`config.mk`:
```
export PLATFORM = sky130hd
export DESIGN_NAME = cordic_seq
export DESIGN_NICKNAME = d
export VERILOG_FILES = /design/src/rtl/cordic_seq.sv
export SDC_FILE = /design/constraint.sdc
export NUM_CORES = 1
export LEC_CHECK = 0
export ABC_AREA = 1
export BUFFER_PORTS_ARGS = -buffer_cell sky130_fd_sc_hd__buf_2
export CAP_MARGIN = 20
export CORE_ASPECT_RATIO = 1.5
export CORE_MARGIN = 4
export CORE_UTILIZATION = 50
export CTS_CLUSTER_DIAMETER = 40
export CTS_CLUSTER_SIZE = 24
export DETAILED_ROUTE_END_ITERATION = 8
export PLACE_DENSITY = 0.76
export SLEW_MARGIN = 10
export SYNTH_ARGS = -nofsm -noshare
export SYNTH_HDL_FRONTEND = slang
export SYNTH_SLANG_ARGS = --single-unit
```
`constraint.sdc`:
```
create_clock -name CLK -period 4.26 [get_ports CLK]
set_input_delay 0.852 -clock CLK [delete_from_list [all_inputs] [get_ports CLK]]
set_output_delay 0.852 -clock CLK [all_outputs]
set_load 0.05 [all_outputs]
```
`src/rtl/cordic_seq.sv`:
```
// rtl/cordic_seq.sv - sequential 6-iteration successive-approximation CORDIC-style angle search
//
// Purpose:
//   Each accepted start latches a 6-bit target angle code and walks an accumulator toward it
//   with binary-weighted steps (32,16,8,4,2,1), recording one direction decision per iteration.
//
// Ports:
//   CLK     in   1  system clock, rising edge
//   RST     in   1  synchronous active-high reset, overrides start
//   start   in   1  request pulse, accepted in IDLE or DONE
//   z       in   6  target angle code, sampled on accepted start
//   busy    out  1  high while in RUN
//   done    out  1  high for the single DONE cycle
//   result  out  6  direction vector, bit 5 = iteration 0 decision
//   approx  out  6  final accumulated angle
//   iter    out  3  current iteration index 0..5
//
// Configuration:
//   CORDIC_EARLY_EXIT_EN  when defined, RUN ends as soon as acc equals target at the start of
//                         a cycle; result/approx are unchanged, only latency shrinks.

module cordic_seq (
    input  logic       CLK,
    input  logic       RST,
    input  logic       start,
    input  logic [5:0] z,
    output logic       busy,
    output logic       done,
    output logic [5:0] result,
    output logic [5:0] approx,
    output logic [2:0] iter
);

    typedef enum logic [1:0] {
        S_IDLE = 2'd0,
        S_RUN  = 2'd1,
        S_DONE = 2'd2
    } state_t;

    state_t     state_q, state_d;
    logic [5:0] target_q, target_d;
    logic [6:0] acc_q, acc_d;
    logic [5:0] result_q, result_d;
    logic [2:0] iter_q, iter_d;

    logic       accept;
    logic       acc_eq;
    logic       acc_lt;
    logic       early_exit;
    logic [6:0] step;
    logic [5:0] bit_mask;

    // A start is only honoured outside RUN; a start during RUN has no effect at all.
    assign accept = start && (state_q != S_RUN);
    assign acc_eq = (acc_q == {1'b0, target_q});
    assign acc_lt = (acc_q <  {1'b0, target_q});

`ifdef CORDIC_EARLY_EXIT_EN
    assign early_exit = acc_eq;
`else
    assign early_exit = 1'b0;
`endif

    // Binary-weighted step table indexed by the iteration counter.
    always_comb begin
        step = 7'd0;
        case (iter_q)
            3'd0:    step = 7'd32;
            3'd1:    step = 7'd16;
            3'd2:    step = 7'd8;
            3'd3:    step = 7'd4;
            3'd4:    step = 7'd2;
            3'd5:    step = 7'd1;
            default: step = 7'd0;
        endcase
    end

    // Iteration i owns result bit (5-i).
    assign bit_mask = 6'b100000 >> iter_q;

    // ---------------- FSM: state register ----------------
    always_ff @(posedge CLK) begin
        if (RST) begin
            state_q <= S_IDLE;
        end else begin
            state_q <= state_d;
        end
    end

    // ---------------- FSM: next state ----------------
    always_comb begin
        state_d = state_q;
        case (state_q)
            S_IDLE: if (start) state_d = S_RUN;
            S_RUN:  if (early_exit || (iter_q == 3'd5)) state_d = S_DONE;
            S_DONE: state_d = start ? S_RUN : S_IDLE;
            default: state_d = S_IDLE;
        endcase
    end

    // ---------------- FSM: outputs ----------------
    always_comb begin
        busy = (state_q == S_RUN);
        done = (state_q == S_DONE);
    end

    // ---------------- datapath next state ----------------
    always_comb begin
        target_d = target_q;
        acc_d    = acc_q;
        result_d = result_q;
        iter_d   = iter_q;
        if (accept) begin
            target_d = z;
            acc_d    = 7'd0;
            result_d = 6'd0;
            iter_d   = 3'd0;
        end else if (state_q == S_RUN && !early_exit) begin
            if (acc_lt) begin
                acc_d    = acc_q + step;
                result_d = result_q | bit_mask;
            end else if (!acc_eq) begin
                acc_d    = acc_q - step;
                result_d = result_q & ~bit_mask;
            end else begin
                result_d = result_q & ~bit_mask;
            end
            // Saturate at the last index so iter reads 5 after a full run.
            iter_d = (iter_q == 3'd5) ? 3'd5 : iter_q + 3'd1;
        end
    end

    // ---------------- datapath registers ----------------
    always_ff @(posedge CLK) begin
        if (RST) begin
            target_q <= 6'd0;
            acc_q    <= 7'd0;
            result_q <= 6'd0;
            iter_q   <= 3'd0;
        end else begin
            target_q <= target_d;
            acc_q    <= acc_d;
            result_q <= result_d;
            iter_q   <= iter_d;
        end
    end

    // The 6-bit target bounds acc to 0..63, so the low six bits are the full value.
    assign result = result_q;
    assign approx = acc_q[5:0];
    assign iter   = iter_q;

endmodule

```
* After elaboration in Yosys (flattened, before gate mapping)
Cells that the tools add are included.
** Word-level totals
- Output and inout bits :: 17
- Word-level logic and storage cells :: 40
- Memory bits (read-only) :: 0
- Bits in latches :: 0
- Register bits after elaboration :: 24
- Bits of input ports :: 9
- Bits in writable memories :: 0
- Memories :: 0
** Operators by class
- Shift-type cells :: 1
- Mux-type cells :: 9
- Equal/unequal tests :: 12
- Multipliers :: 0
- Add/subtract/negate cells :: 3
- Magnitude comparators :: 1
- Divide/modulo/power cells :: 0
- Reductions and logical operators :: 6
- Bitwise gates (word level) :: 3
** Operators by type and width (count)
- case mux 6 bit (6 select lines) :: 1
- two-way mux 7 bit :: 2
- adder 7 bit :: 1
- equality test 7 x 6 -> 1 bit :: 1
- less-than comparator 7 x 6 -> 1 bit :: 1
- subtractor 7 bit :: 1
- AND 6 bit :: 1
- equality test 3 x 2 -> 1 bit, second input constant :: 2
- equality test 3 bit, second input constant :: 2
- two-way mux 6 bit :: 1
- inequality test 2 x 1 -> 1 bit, second input constant :: 3
- NOT 6 bit :: 1
- bitwise OR 6 bit :: 1
- case mux 2 bit (3 select lines) :: 1
- >> shifter 6 x 3 -> 6 bit, first input constant :: 1
- two-way mux 2 bit :: 2
- AND reduction 2 bit :: 2
- adder 3 x 1 -> 3 bit, second input constant :: 1
- equality test 3 x 1 -> 1 bit, second input constant :: 1
- zero test 3 bit :: 1
- two-way mux 3 bit :: 1
- equality test 2 x 1 -> 1 bit, second input constant :: 1
- equality test 2 bit, second input constant :: 1
- zero test 2 bit :: 1
- other kinds (4) :: 4

* Logic depth before layout (Yosys ltp)
- Depth in word-level cells :: 5
- Depth in mapped cells :: 21

* Worst setup path after synthesis
OpenSTA, ideal clock, no wires.
- Kind :: register to register
- Start :: reg iter_q[2], in the netlist iter[2]
- End :: reg acc_q[6]
- Arrival :: 2.659 ns
- Setup slack :: 1.487 ns
- Stages on the path, launching flop included :: 20
- Required time :: 4.145 ns
- Path through :: dfxtp_1 -> inv_1 -> nor2_1 -> nand2_1 -> ha_1 -> inv_1 -> nor2_1 -> a21oi_1 -> xor2_1 -> ha_1 -> nand2_1 -> inv_1 -> nand2_1 -> nand3_1 -> inv_1 -> nand2_1 -> nand2_1 -> nand3_1 -> nand2_1 -> nor2_1
** Between the ends
- Cells in the longest elaborated chain, start to end :: 5
- Elaborated cells between the ends (all ways) :: 11
- Those cells by class :: add/sub (2); eq/ne (5); mux (3); reduce/logical (1)
** Ends and longest elaborated chain
- start, declared :: RTL line 44 : logic [2:0] iter_q, iter_d;
- start signal, assigned :: RTL line 144 : iter_q <= iter_d;
- equality test 3 bit, or another cell as far along :: RTL line 67 : case (iter_q)
- case mux 6 bit (6 select lines) * :: RTL line 67
- subtractor 7 bit :: RTL line 123 : acc_d = acc_q - step;
- two-way mux 7 bit :: RTL line 122 : end else if (!acc_eq) begin
- two-way mux 7 bit * :: RTL line 119 : if (acc_lt) begin
- end signal, assigned :: RTL line 137 : acc_q <= 7'd0;
- end signal, assigned :: RTL line 142 : acc_q <= acc_d;
- end, declared :: RTL line 42 : logic [6:0] acc_q, acc_d;
Every way passes the cells marked *; elsewhere a longest branch is shown, timed or not. The select of a mux whose other input is x is not followed.
A chain may end at the register's enable or synchronous reset.

* Worst setup path after layout
Ends and elaborated chain as after synthesis.

==> metrics <==
outcome finished, final reports clean; initial antenna violation count 0; Vert. Die Dim 75 µm; first-pass GRT wire length 5.043 mm; largest net degree at the start of global routing 15; Synth Instances 203; Pwr Density 420.2 nW/µm²; Tot Pwr 0.6845 mW; clk sink count 24; Final min period 2.728 ns; Vias/cell 4.977; H-tree depth 1; area share of the leading cell type in the synthesized netlist 32.11%; fillcell total 317; Tightest Pin Transition 0.3879 ns; I/O Pins 26; DRT Pass-1 Iters 5; RSZ-0062 raised after global routing false; Cell Rows 24; CP endpoint kind flip-flop; asr flop ratio synth 0%; P_leak 0.7960 nW; starting density of the core 51.91%; Placed Instances 255; # Max-Cap Violations 0; Setup Fix Bufs, Post-CTS 0; final slew viol count 0; Mapped Area 1496 µm²; top_reg_cell synth dfxtp_1; Period Utilization, post-route 64.04%; Die Area 3950 µm²; post-DR wirelength/cell 11.43 µm; diodes inserted 0; Crit Path Category flip-flop to flip-flop; Data arrival, critical path 2.90 ns; Fmax 0.3666 GHz; CTS tree built; top post-synthesis cells by area dfxtp_1, ha_1, a21oi_1, nand2_1, inv_1; VDD IR-drop max 0.2007 mV; Finish-stage setup viols 0; design area 1629 µm²; max_slew headroom 73.94%; # DRC 0; Crit Path Max Fanout 6; synth cell count leaders nand2_1, inv_1, dfxtp_1; top-count cell post-synth nand2_1; CTS max path bufs 2; share of post-route cells with drive strength above 1 16.44%; Placer Congestion 0.8701; synthesized net count 227; grt ovf 0; Synth cell types 25; Post-DP Area 1588 µm²; area leader, netlist dfxtp_1; CTS Hold Bufs 0; nets 245; Clock Latency Late Sink 0.27 ns; CORE AREA 2883 µm²; vias after detailed routing 1284; FF-to-FF setup slack 1.53 ns; sequential fraction of the synthesis area 32.11%; drt initial violations 21; DRT antenna net count 0; Resized Gates After CTS 0; Clock transition at path regs 0.09 ns; Root Driver clkbuf_8; Post-Layout Cell Count 258; FF+latch count, synth 24; Worst Skew 0.01085 ns; Critical Path Source Type flip-flop; EDFF count, synth 0; yosys warns 0; DPL Wire Length 2.303 mm; Setup TNS 0 ns; Hold Fails Final Rpt 0; die extent in x 52.67 µm; Post-Syn Area per Cell 7.372 µm²; GRT Overall Usage 16.77%; synth-to-layout area growth 8.863%; IO Port Bufs 25; total CTS buffers 3; WL final 2.950 mm; Hold Path Class flip-flop to flip-flop; vias in the first global route 1170; CP required 4.43 ns
-- power by group --
group	leakage, nW	switching [mW]	internal, mW
Clock	0.0216	0.0705	0.0633
Sequential	0.196	0.0120	0.239
Combinational	0.578	0.191	0.108
Total	0.796	0.274	0.411
-- cell type report --
cell class                      instances  area (µm²)  share of cell area (%)
Inverter                               29       108.9                   6.682
Multi-Input combinational cell        138       824.5                   50.61
Sequential cell                        24       480.5                   29.49
Timing Repair Buffer                   25       125.1                   7.681
Tap cell                               39       48.80                   2.995
Clock buffer                            3       41.29                   2.535
-- layout by cell type (no fill, tap or decap) --
cell type   n
nand3_1     7
a21oi_2     1
o21ai_0    15
nand4_1     1
clkbuf_8    3
nor2_1     22
or2_4       1
nand2_2     2
a211oi_1    7
inv_2       2
a31oi_1     2
or2_0       1
xnor2_1     3
ha_1       14
nor3_1      5
fa_1        1
dfxtp_1    24
a21oi_1    22
inv_1      27
nor2_4      1
a21oi_4     1
buf_2      25
xor2_1      4
nand2_1    28
-- worst max-delay path, stage by stage, from the launching register on --
cell	delay [ns]
dfxtp_1	0.41
inv_1	0.10
nor2_1	0.21
nand2_1	0.20
ha_1	0.26
inv_1	0.06
nor2_1	0.05
a21oi_1	0.19
xor2_1	0.21
ha_1	0.30
nand2_1	0.11
inv_1	0.04
nand2_1	0.05
nand3_1	0.09
inv_1	0.06
nand2_1	0.05
nand2_1	0.07
nand3_1	0.07
nand2_1	0.07
nor2_1	0.03
-- worst paths after layout --
path                from           to  cells after the start
max reg2reg      iter[2]     acc_q[6]                     19
min          target_q[1]  target_q[1]                      2
max              iter[2]     acc_q[6]                     19
min reg2reg  target_q[1]  target_q[1]                      2
-- routing by layer --
layer  global-route usage [%]  part of all wire (%)
met1                    20.47                    44
met2                    29.70                    51
met3                    2.574                   3.8
met4                    5.398                   1.7
met5                        0                     0
-- per-stage QoR --
stage / setup WS (ns) / hold WS, ns / utilization (%)
after floorplan: 1.487 / 0.4430 / -
after global placement: 1.588 / 0.4635 / 55.08
after detailed placement: 1.558 / 0.4669 / 55.08
after CTS: 1.547 / 0.4793 / 56.51
after global routing: 1.203 / 0.4941 / 56.51
final: 1.532 / 0.4781 / 56.51
-- logic make-up after synthesis --
| family | after synthesis | share of synthesized area (%) |
|---|---|---|
| and+or+nand+nor | 68 | 19.57 |
| AOI/OAI and AO/OA | 48 | 18.40 |
| buffers and inverters | 41 | 12.79 |
| DFF | 24 | 32.11 |
| adders and majority gates | 15 | 13.04 |
| xor gates and xnor gates | 7 | 4.097 |
Note: power is estimated with default switching activity, not from simulation.
